### src/rtl/vrf_pkg.sv
// Shared definitions for the vector register file write path.
// Holds the register-file geometry, the element types used for register
// indices and vector data, the write-arbiter state encoding and a small
// helper for stepping a register index with wrap.
package vrf_pkg;

    localparam int NREGS  = 16;
    localparam int ADDR_W = 4;
    localparam int DATA_W = 128;
    localparam int LEN_W  = 2;

    typedef logic [ADDR_W-1:0] vreg_idx_t;
    typedef logic [DATA_W-1:0] vec_t;

    typedef enum logic [0:0] {
        IDLE  = 1'b0,
        BURST = 1'b1
    } arb_state_t;

    // NREGS is a power of two, so the natural overflow of the index
    // gives the modulo-NREGS wrap.
    function automatic vreg_idx_t vreg_inc(input vreg_idx_t idx);
        return idx + vreg_idx_t'(1);
    endfunction

endpackage

### src/rtl/rr_pick.sv
// Combinational round-robin first-one finder.
// Scans req upward starting at ptr, wrapping past N-1 back to 0, and
// reports the first asserted requester.
// Ports:
//   req    [N-1:0]  request vector
//   ptr    [IW-1:0] index where the scan starts (highest priority)
//   onehot [N-1:0]  one-hot winner, zero when nothing requests
//   idx    [IW-1:0] binary winner index, zero when nothing requests
//   any             at least one request present
module rr_pick #(
    parameter int N  = 4,
    parameter int IW = (N > 1) ? $clog2(N) : 1
) (
    input  logic [N-1:0]  req,
    input  logic [IW-1:0] ptr,
    output logic [N-1:0]  onehot,
    output logic [IW-1:0] idx,
    output logic          any
);

    // Priority scan from ptr with wrap; first hit wins.
    always_comb begin
        int            pos_s;
        logic [IW-1:0] pos_idx_s;
        onehot    = {N{1'b0}};
        idx       = {IW{1'b0}};
        any       = 1'b0;
        pos_s     = 0;
        pos_idx_s = {IW{1'b0}};
        for (int i = 0; i < N; i++) begin
            pos_s = int'(ptr) + i;
            if (pos_s >= N) begin
                pos_s = pos_s - N;
            end else begin
                pos_s = pos_s;
            end
            pos_idx_s = IW'(pos_s);
            if (!any && req[pos_idx_s]) begin
                any               = 1'b1;
                onehot[pos_idx_s] = 1'b1;
                idx               = pos_idx_s;
            end else begin
                any = any;
            end
        end
    end

endmodule

### src/rtl/vrf_write_arbiter.sv
// Round-robin arbiter and burst sequencer for the vector register file
// write port. One requester owns the port at a time; each BURST cycle is
// one beat that drives a one-hot register enable, the destination index
// and the owner's data. Every burst is followed by one IDLE cycle, which
// doubles as the arbitration cycle for the next grant.
// Ports:
//   clk       system clock, state updates on the rising edge
//   rst       asynchronous active-low reset
//   req       per-requester write request, held for the whole burst
//   req_addr  per-requester start register index (packed)
//   req_len   per-requester burst length minus one (packed)
//   req_data  per-requester current beat data (packed)
//   gnt       registered one-hot owner
//   ack       one-hot beat-accepted pulse
//   we        one-hot register enables
//   waddr     current destination index (zero outside BURST)
//   wdata     owner's beat data (zero when nothing is granted)
//   busy      high while in BURST
module vrf_write_arbiter
    import vrf_pkg::*;
#(
    parameter int NREQ = 4
) (
    input  logic                     clk,
    input  logic                     rst,
    input  logic [NREQ-1:0]          req,
    input  logic [NREQ*ADDR_W-1:0]   req_addr,
    input  logic [NREQ*LEN_W-1:0]    req_len,
    input  logic [NREQ*DATA_W-1:0]   req_data,
    output logic [NREQ-1:0]          gnt,
    output logic [NREQ-1:0]          ack,
    output logic [NREGS-1:0]         we,
    output logic [ADDR_W-1:0]        waddr,
    output logic [DATA_W-1:0]        wdata,
    output logic                     busy
);

    localparam int IDX_W = (NREQ > 1) ? $clog2(NREQ) : 1;

    arb_state_t       state_r, state_n_s;
    logic [NREQ-1:0]  gnt_r, gnt_n_s;
    logic [IDX_W-1:0] owner_r, owner_n_s;
    logic [IDX_W-1:0] rr_ptr_r, rr_ptr_n_s;
    vreg_idx_t        cur_addr_r, cur_addr_n_s;
    logic [LEN_W-1:0] cnt_r, cnt_n_s;

    logic [NREQ-1:0]  pick_onehot_s;
    logic [IDX_W-1:0] pick_idx_s;
    logic             pick_any_s;
    logic             beat_valid_s;

    rr_pick #(
        .N  (NREQ),
        .IW (IDX_W)
    ) u_rr_pick (
        .req    (req),
        .ptr    (rr_ptr_r),
        .onehot (pick_onehot_s),
        .idx    (pick_idx_s),
        .any    (pick_any_s)
    );

    // A beat only counts while the owner still holds its request.
    assign beat_valid_s = (state_r == BURST) && req[owner_r];

    // Next-state logic: arbitration in IDLE, address/count stepping in BURST.
    always_comb begin
        state_n_s    = state_r;
        gnt_n_s      = gnt_r;
        owner_n_s    = owner_r;
        rr_ptr_n_s   = rr_ptr_r;
        cur_addr_n_s = cur_addr_r;
        cnt_n_s      = cnt_r;
        case (state_r)
            IDLE: begin
                if (pick_any_s) begin
                    state_n_s    = BURST;
                    gnt_n_s      = pick_onehot_s;
                    owner_n_s    = pick_idx_s;
                    cur_addr_n_s = req_addr[pick_idx_s*ADDR_W +: ADDR_W];
                    cnt_n_s      = req_len[pick_idx_s*LEN_W +: LEN_W];
                end else begin
                    gnt_n_s = {NREQ{1'b0}};
                end
            end
            BURST: begin
                // Last beat or owner abort both release the port and move
                // the pointer past the owner so it cannot starve others.
                if (!beat_valid_s || (cnt_r == {LEN_W{1'b0}})) begin
                    state_n_s = IDLE;
                    gnt_n_s   = {NREQ{1'b0}};
                    if (owner_r == IDX_W'(NREQ - 1)) begin
                        rr_ptr_n_s = {IDX_W{1'b0}};
                    end else begin
                        rr_ptr_n_s = owner_r + IDX_W'(1);
                    end
                end else begin
                    cnt_n_s      = cnt_r - LEN_W'(1);
                    cur_addr_n_s = vreg_inc(cur_addr_r);
                end
            end
            default: begin
                state_n_s = IDLE;
                gnt_n_s   = {NREQ{1'b0}};
            end
        endcase
    end

    // State and datapath registers.
    always_ff @(posedge clk or negedge rst) begin
        if (!rst) begin
            state_r    <= IDLE;
            gnt_r      <= {NREQ{1'b0}};
            owner_r    <= {IDX_W{1'b0}};
            rr_ptr_r   <= {IDX_W{1'b0}};
            cur_addr_r <= {ADDR_W{1'b0}};
            cnt_r      <= {LEN_W{1'b0}};
        end else begin
            state_r    <= state_n_s;
            gnt_r      <= gnt_n_s;
            owner_r    <= owner_n_s;
            rr_ptr_r   <= rr_ptr_n_s;
            cur_addr_r <= cur_addr_n_s;
            cnt_r      <= cnt_n_s;
        end
    end

    // Beat outputs: enable decode, ack, address and data mux.
    always_comb begin
        we    = {NREGS{1'b0}};
        ack   = {NREQ{1'b0}};
        waddr = {ADDR_W{1'b0}};
        wdata = {DATA_W{1'b0}};
        if (beat_valid_s) begin
            we[cur_addr_r] = 1'b1;
            ack            = gnt_r;
        end else begin
            ack = {NREQ{1'b0}};
        end
        if (state_r == BURST) begin
            waddr = cur_addr_r;
            wdata = req_data[owner_r*DATA_W +: DATA_W];
        end else begin
            waddr = {ADDR_W{1'b0}};
        end
    end

    assign gnt  = gnt_r;
    assign busy = (state_r == BURST);

endmodule

### config.mk
export PLATFORM = sky130hd
export DESIGN_NAME = vrf_write_arbiter
export DESIGN_NICKNAME = d
export VERILOG_FILES = /design/src/rtl/vrf_pkg.sv /design/src/rtl/rr_pick.sv /design/src/rtl/vrf_write_arbiter.sv
export SDC_FILE = /design/constraint.sdc
export NUM_CORES = 1
export LEC_CHECK = 0
export BUFFER_PORTS_ARGS = -buffer_cell sky130_fd_sc_hd__buf_2
export CORE_AREA = 5 5 271 273
export CTS_CLUSTER_DIAMETER = 200
export DETAILED_ROUTE_END_ITERATION = 16
export DIE_AREA = 0 0 276 278
export SLEW_MARGIN = 20
export SYNTH_ARGS = -nofsm -noshare
export SYNTH_HDL_FRONTEND = slang
export SYNTH_SLANG_ARGS = --single-unit
### constraint.sdc
create_clock -name clk -period 3.3 [get_ports clk]
set_clock_uncertainty 0.1 [all_clocks]
set_input_delay 0.165 -clock clk [delete_from_list [all_inputs] [get_ports clk]]
set_output_delay 0.165 -clock clk [all_outputs]
set_load 0.01 [all_outputs]
Yosys cells after proc, flatten, opt, wreduce, memory -nomap -nowiden
Cells that the tools add are included.
{"block": "word_totals", "out_inout_bits": 157, "ff_bits": 15, "in_bits": 542, "wordCells": 113}
{"block": "classes", "bitwise": 4, "muxes": 53, "n_eq_ne": 4, "reduce_logical": 18, "n_addsub": 10, "n_shift": 3, "n_lt_le_gt_ge": 15}
{"cell": "$shiftx 512x10->128", "n": 1}
{"cell": "$mux 128", "n": 1}
{"cell": "$mux 4", "n": 10}
{"cell": "$mux 2", "n": 11}
{"cell": "$mux 1", "n": 16}
{"cell": "$mux 16", "n": 1}
{"cell": "$pmux 4 s2", "n": 2}
{"cell": "$shiftx 16x5->4", "n": 1}
{"cell": "$lt 2x3->1 const B", "n": 5}
{"cell": "$or 4x4->4", "n": 3}
{"cell": "$bmux 1 s2", "n": 5}
{"cell": "$sub 2x1->2 const B", "n": 5}
{"cell": "$ge 3x3->1 const B", "n": 3}
{"cell": "$logic_and 1x1->1", "n": 9}
{"cell": "$demux 1 s2", "n": 4}
{"cell": "$ge 2x1->1 const B", "n": 4}
{"cell": "$shiftx 8x4->2", "n": 1}
{"cell": "$add 2x2->3 const B", "n": 2}
{"cell": "$reduce_and 2->1", "n": 3}
{"cell": "$lt 4x5->1 const B", "n": 1}
{"cell": "$add 4x1->4 const B", "n": 1}
{"cell": "$demux 1 s4", "n": 1}
{"cell": "$ge 4x1->1 const B", "n": 1}
{"cell": "$logic_not 1->1", "n": 4}
{"cell": "11 further kinds", "n": 12}

Depth between registers and ports, before layout
{"block": "logic_depth", "word_depth": 17, "mapped_depth": 11, "ltp_nobuf": 8}

Hierarchy
Synthesis repeated with hierarchy kept, for this count alone.
{"block": "hier_totals", "hier_cells": 450, "hier_area_um2": 5400.2}
{"module": "vrf_write_arbiter", "cells_each": 405, "area_each_um2": 4978.5, "n_inst": 1, "seq_area_each_um2": 375.4}
{"module": "rr_pick", "cells_each": 45, "area_each_um2": 421.7, "n_inst": 1, "seq_area_each_um2": 0.0}

Least setup slack after synthesis
No wires, ideal clock.
{"block": "synth_timing", "path_type": "reg-to-reg", "start": "register rr_ptr_r[0]", "end": "register cnt_r[0]", "path_stages_with_launch": 11, "path_slack_ns": 0.129, "n_path_buf": 3, "t_arrival_ns": 2.944, "synth_period_minus_slack_ns": 3.171, "t_required_ns": 3.074, "setup_ns": 0.126, "path_cell_list": "dfrtp_1 -> clkbuf_8 -> clkinv_1 -> ha_1 -> clkbuf_8 -> mux4_2 -> buf_6 -> nor3b_1 -> or4_1 -> o211a_1 -> a311o_1"}
{"block": "synth_between", "elab_chain_cells": 17, "elab_cells_between_ends": 42, "classes_between": "add/sub: 7; order compare: 4; eq/ne: 1; shift: 1; mux: 22; reduce/logical: 7"}
{"element": "from (decl)", "line_no": "vrf_write_arbiter.sv:43", "text": "logic [IDX_W-1:0] rr_ptr_r, rr_ptr_n_s;"}
{"element": "from (signal assigned)", "line_no": "vrf_write_arbiter.sv:115", "text": "rr_ptr_r <= {IDX_W{1'b0}};"}
{"element": "from (signal assigned)", "line_no": "vrf_write_arbiter.sv:122", "text": "rr_ptr_r <= rr_ptr_n_s;"}
{"element": "branches (longest 17 deep; another with $add 2x1->3)"}
{"element": "to (signal assigned)", "line_no": "vrf_write_arbiter.sv:117", "text": "cnt_r <= {LEN_W{1'b0}};"}
{"element": "to (signal assigned)", "line_no": "vrf_write_arbiter.sv:124", "text": "cnt_r <= cnt_n_s;"}
{"element": "to (decl)", "line_no": "vrf_write_arbiter.sv:45", "text": "logic [LEN_W-1:0] cnt_r, cnt_n_s;"}
Several ways; the timed one is not identified. The select of a mux whose other input is x is not followed.
A chain may end at the register's enable or synchronous reset.

Worst setup path in the final report
{"block": "layout_timing", "start": "register rr_ptr_r[1]", "end": "register cur_addr_r[2]"}
{"block": "layout_between", "elab_chain_cells": 17, "elab_cells_between_ends": 42, "classes_between": "add/sub: 7; order compare: 4; eq/ne: 1; shift: 1; mux: 22; reduce/logical: 7"}
{"element": "branches (longest 17 deep; another with $add 2x1->3)"}
{"element": "to (signal assigned)", "line_no": "vrf_write_arbiter.sv:116", "text": "cur_addr_r <= {ADDR_W{1'b0}};"}
{"element": "to (signal assigned)", "line_no": "vrf_write_arbiter.sv:123", "text": "cur_addr_r <= cur_addr_n_s;"}
{"element": "to (decl)", "line_no": "vrf_write_arbiter.sv:44", "text": "vreg_idx_t cur_addr_r, cur_addr_n_s;"}
Several ways; the timed one is not identified. The select of a mux whose other input is x is not followed.

==> results.yml <==
run_status:
  status: "finished clean"
cts:
  path_clk_slew_ps: 60
  clock_latency_ps: 250
  ctsResizeCount: 0
  postCtsHoldBufs: 1
  post_cts_buffers: 0
  numCtsBuffers: 3
  cts_tree: "built"
  cts-root-buf: "clkbuf_16"
  numClockSinks: 15
  h-tree-depth: 1
  cts_buffer_depth: 2
global_route:
  grt_use_total_pct: 13.3
  grt_pass1_wl_um: 71900
  use_met1_pct: 16.5
  top_usage_layer: "met2"
  overflow: 0
  grt_pass1_vias: 8361
  met3_usage_pct: 7.23
  grt_max_degree: 74
  antenna_found_initial: 52
  use_met2_pct: 21.6
floorplan:
  design.portCount: 699
  die_w_um: 276
  coreArea_um2: 70900
  initial_core_util_pct: 8.35
  fp-row-count: 98
  die_height_um: 278
  die_area_um2: 76700
placement:
  place_congestion: 0.966
  post-dp-hpwl_um: 50700
  io_buffers: 698
  placed_cells: 2152
  detailed_place.area_um2: 10400
cells_and_area:
  fillCellCount: 8177
  area_growth_pct: 78.2
  seqCellArea_um2: 387
  stdcell_area_um2: 10600
  layout-drive-gt1-share_pct: 72.1
  layout.cells.non_filler: 2169
  multi_input_area_um2: 5150
  final_nets: 1764
min_path:
  hold_path.startpoint: "req_addr[3]"
  whs_path_depth: 3
  worstHoldEndpoint: "cur_addr_r[3]"
  holdCritPathClass: "primary input to flop"
timing:
  finalSetupViolations: 0
  final.setup.tns_ps: 0
  rsz0062_at_grt: "false"
  slew_violations: 0
  period_needed_ps: 2970
  hold_viol: 0
  fmax_ghz: 0.336
  slew_headroom_pct: 57.5
  fin_crit_sh_pct: 90.1
  tightest_slew_ps: 637
drt:
  first_iter_violations: 549
  drt_wl_total_um: 55000
  dr.pass1.iters: 5
  num_vias: 8113
  avgViaCountPerCell: 3.74
  drc: 0
  wl_per_cell_um: 25.4
  antenna_left: 0
critical_path:
  critPathLaunchType: "flop"
  reg2reg_from: "rr_ptr_r[1]"
  r2r_end: "cur_addr_r[2]"
  reg2reg_depth: 8
  crit_path_top_delay_cell: "dfrtp_1"
  rrSetupSlack_ps: 330
  critical_path_class: "flop to flop"
  critical-path-top-delay-family: "simple AND/OR/NAND/NOR gates"
  crit_arrival_ps: 2980
  crit_required_ps: 3310
  crit_fanout: 11
  critical-path-max-stage-delay_ps: 520
  critPathBufInv: 1
  crit_chain: "inv_1 > ha_1 > mux4_2 > or2b_4 > nand3_2 > o221ai_1 > a2111oi_0 > nor4_1"
  endpoint_kind: "flop"
synthesis:
  yosysUniqueCellTypes: 59
  synth-edff-count: 0
  yosysWarnings: 0
  synth_common_cells: "and2_1, mux4_2, clkbuf_1, nand2_1, nor2_1"
  yosysTopAreaCellShare_pct: 49.8
  syn_area_um2: 5920
  synth_fp_nets: 1102
  syn_inst: 546
  yosysMostFrequentCell: "and2_1"
  synth_area_leaders: "mux4_2, and2_1, dfrtp_1"
  async_flop_share_pct: 100
  synth_area_leader_cell: "mux4_2"
  seq_area_frac_synth_pct: 6.34
  ys_ff_latch: 15
  synth_ff_type: "dfrtp_1"
  syn_avg_cell_area_um2: 10.8
power_and_ir_drop:
  ir_drop_mv: 0.533
  power_leakage_nw: 4.99
  power_density_nw_per_um2: 760
run:
  drv_cap: 0
cell usage in the layout, fill, tap and decap left out, types with 3 or more instances in the layout:
| cell type | instances |
|---|---|
| nor2b_1 | 3 |
| diode_2 | 12 |
| mux2i_1 | 7 |
| nor2_1 | 20 |
| mux4_2 | 131 |
| buf_4 | 14 |
| o21ai_0 | 10 |
| nor3b_1 | 3 |
| nand2_1 | 20 |
| a21oi_1 | 9 |
| ha_1 | 14 |
| and3_1 | 11 |
| a221oi_1 | 4 |
| a22oi_1 | 5 |
| nor3_1 | 7 |
| buf_12 | 3 |
| o31ai_1 | 3 |
| a211oi_1 | 4 |
| and2_1 | 146 |
| mux2_2 | 5 |
| or2_2 | 3 |
| dfrtp_1 | 12 |
| nand3_1 | 4 |
| buf_2 | 698 |
| inv_1 | 11 |
| o22ai_1 | 3 |
| a2111oi_0 | 4 |
| clkbuf_16 | 3 |
| dfrtp_4 | 3 |
| a31oi_1 | 6 |
worst min-delay path, stage by stage:
cell and delay [ps]:
buf_2 110, a2111oi_0 90, o31ai_1 180
where the power goes:
group,switching [mW],internal (mW)
registers,0.202,0.282
clock network,0.0855,0.164
logic,3.92,3.37
logic make-up (layout without fill, tap and decap cells):
logic type	count (synthesis)	in the layout	synth area share, %
simple gates	234	234	23.5
fa+ha+maj	14	14	2.96
mux	144	144	52.4
compound gates	67	67	8.11
flops	15	15	6.34
buf+inv	72	733	6.70
other cells	0	12	0
stage by stage:
step | setup slack (ps) | power (mW) | utilization, % | hold WS [ps]
floorplan | 129 | 5.00 | - | -231
global placement | 437 | 7.90 | 14.7 | 17.2
detailed placement | 334 | 7.94 | 14.7 | 18.5
CTS | 320 | 8.21 | 14.8 | 234
global route | 87.2 | 8.72 | 14.9 | 265
finish | 326 | 8.02 | 14.9 | 241
area by class of cell:
| cell class | instances | share of cell area, % |
|---|---|---|
| clock buffers | 4 | 0.747 |
| repair buffers | 716 | 34.8 |
| multi-input cells | 459 | 48.8 |
| inverters | 13 | 0.463 |
| diodes | 12 | 0.285 |
| flip-flops and latches | 15 | 3.66 |
| well taps | 950 | 11.3 |
flip-flops by register name (all words and copies together), names as in the netlist:
signal / flops
cur_addr_r: 4
gnt: 4
busy: 1
cnt_r: 2
owner_r: 2
rr_ptr_r: 2
worst max path at each step:
| stage | startpoint | to | cells past startpoint |
|---|---|---|---|
| floorplan | rr_ptr_r[0] | cnt_r[0] | 10 |
| global placement | rr_ptr_r[1] | cur_addr_r[2] | 8 |
| detailed placement | rr_ptr_r[1] | cur_addr_r[2] | 8 |
| CTS | rr_ptr_r[1] | cur_addr_r[2] | 8 |
| global route | rr_ptr_r[1] | cur_addr_r[1] | 9 |
| finish | rr_ptr_r[1] | cur_addr_r[2] | 8 |
routing by layer:
layer  routed length, um  vias up
li1                    -     3509
met1               21700     3883
met2               24500      598
met3                7830       91
met4                 789       32
met5                 193        -
Power figures use the tool's default switching activity.
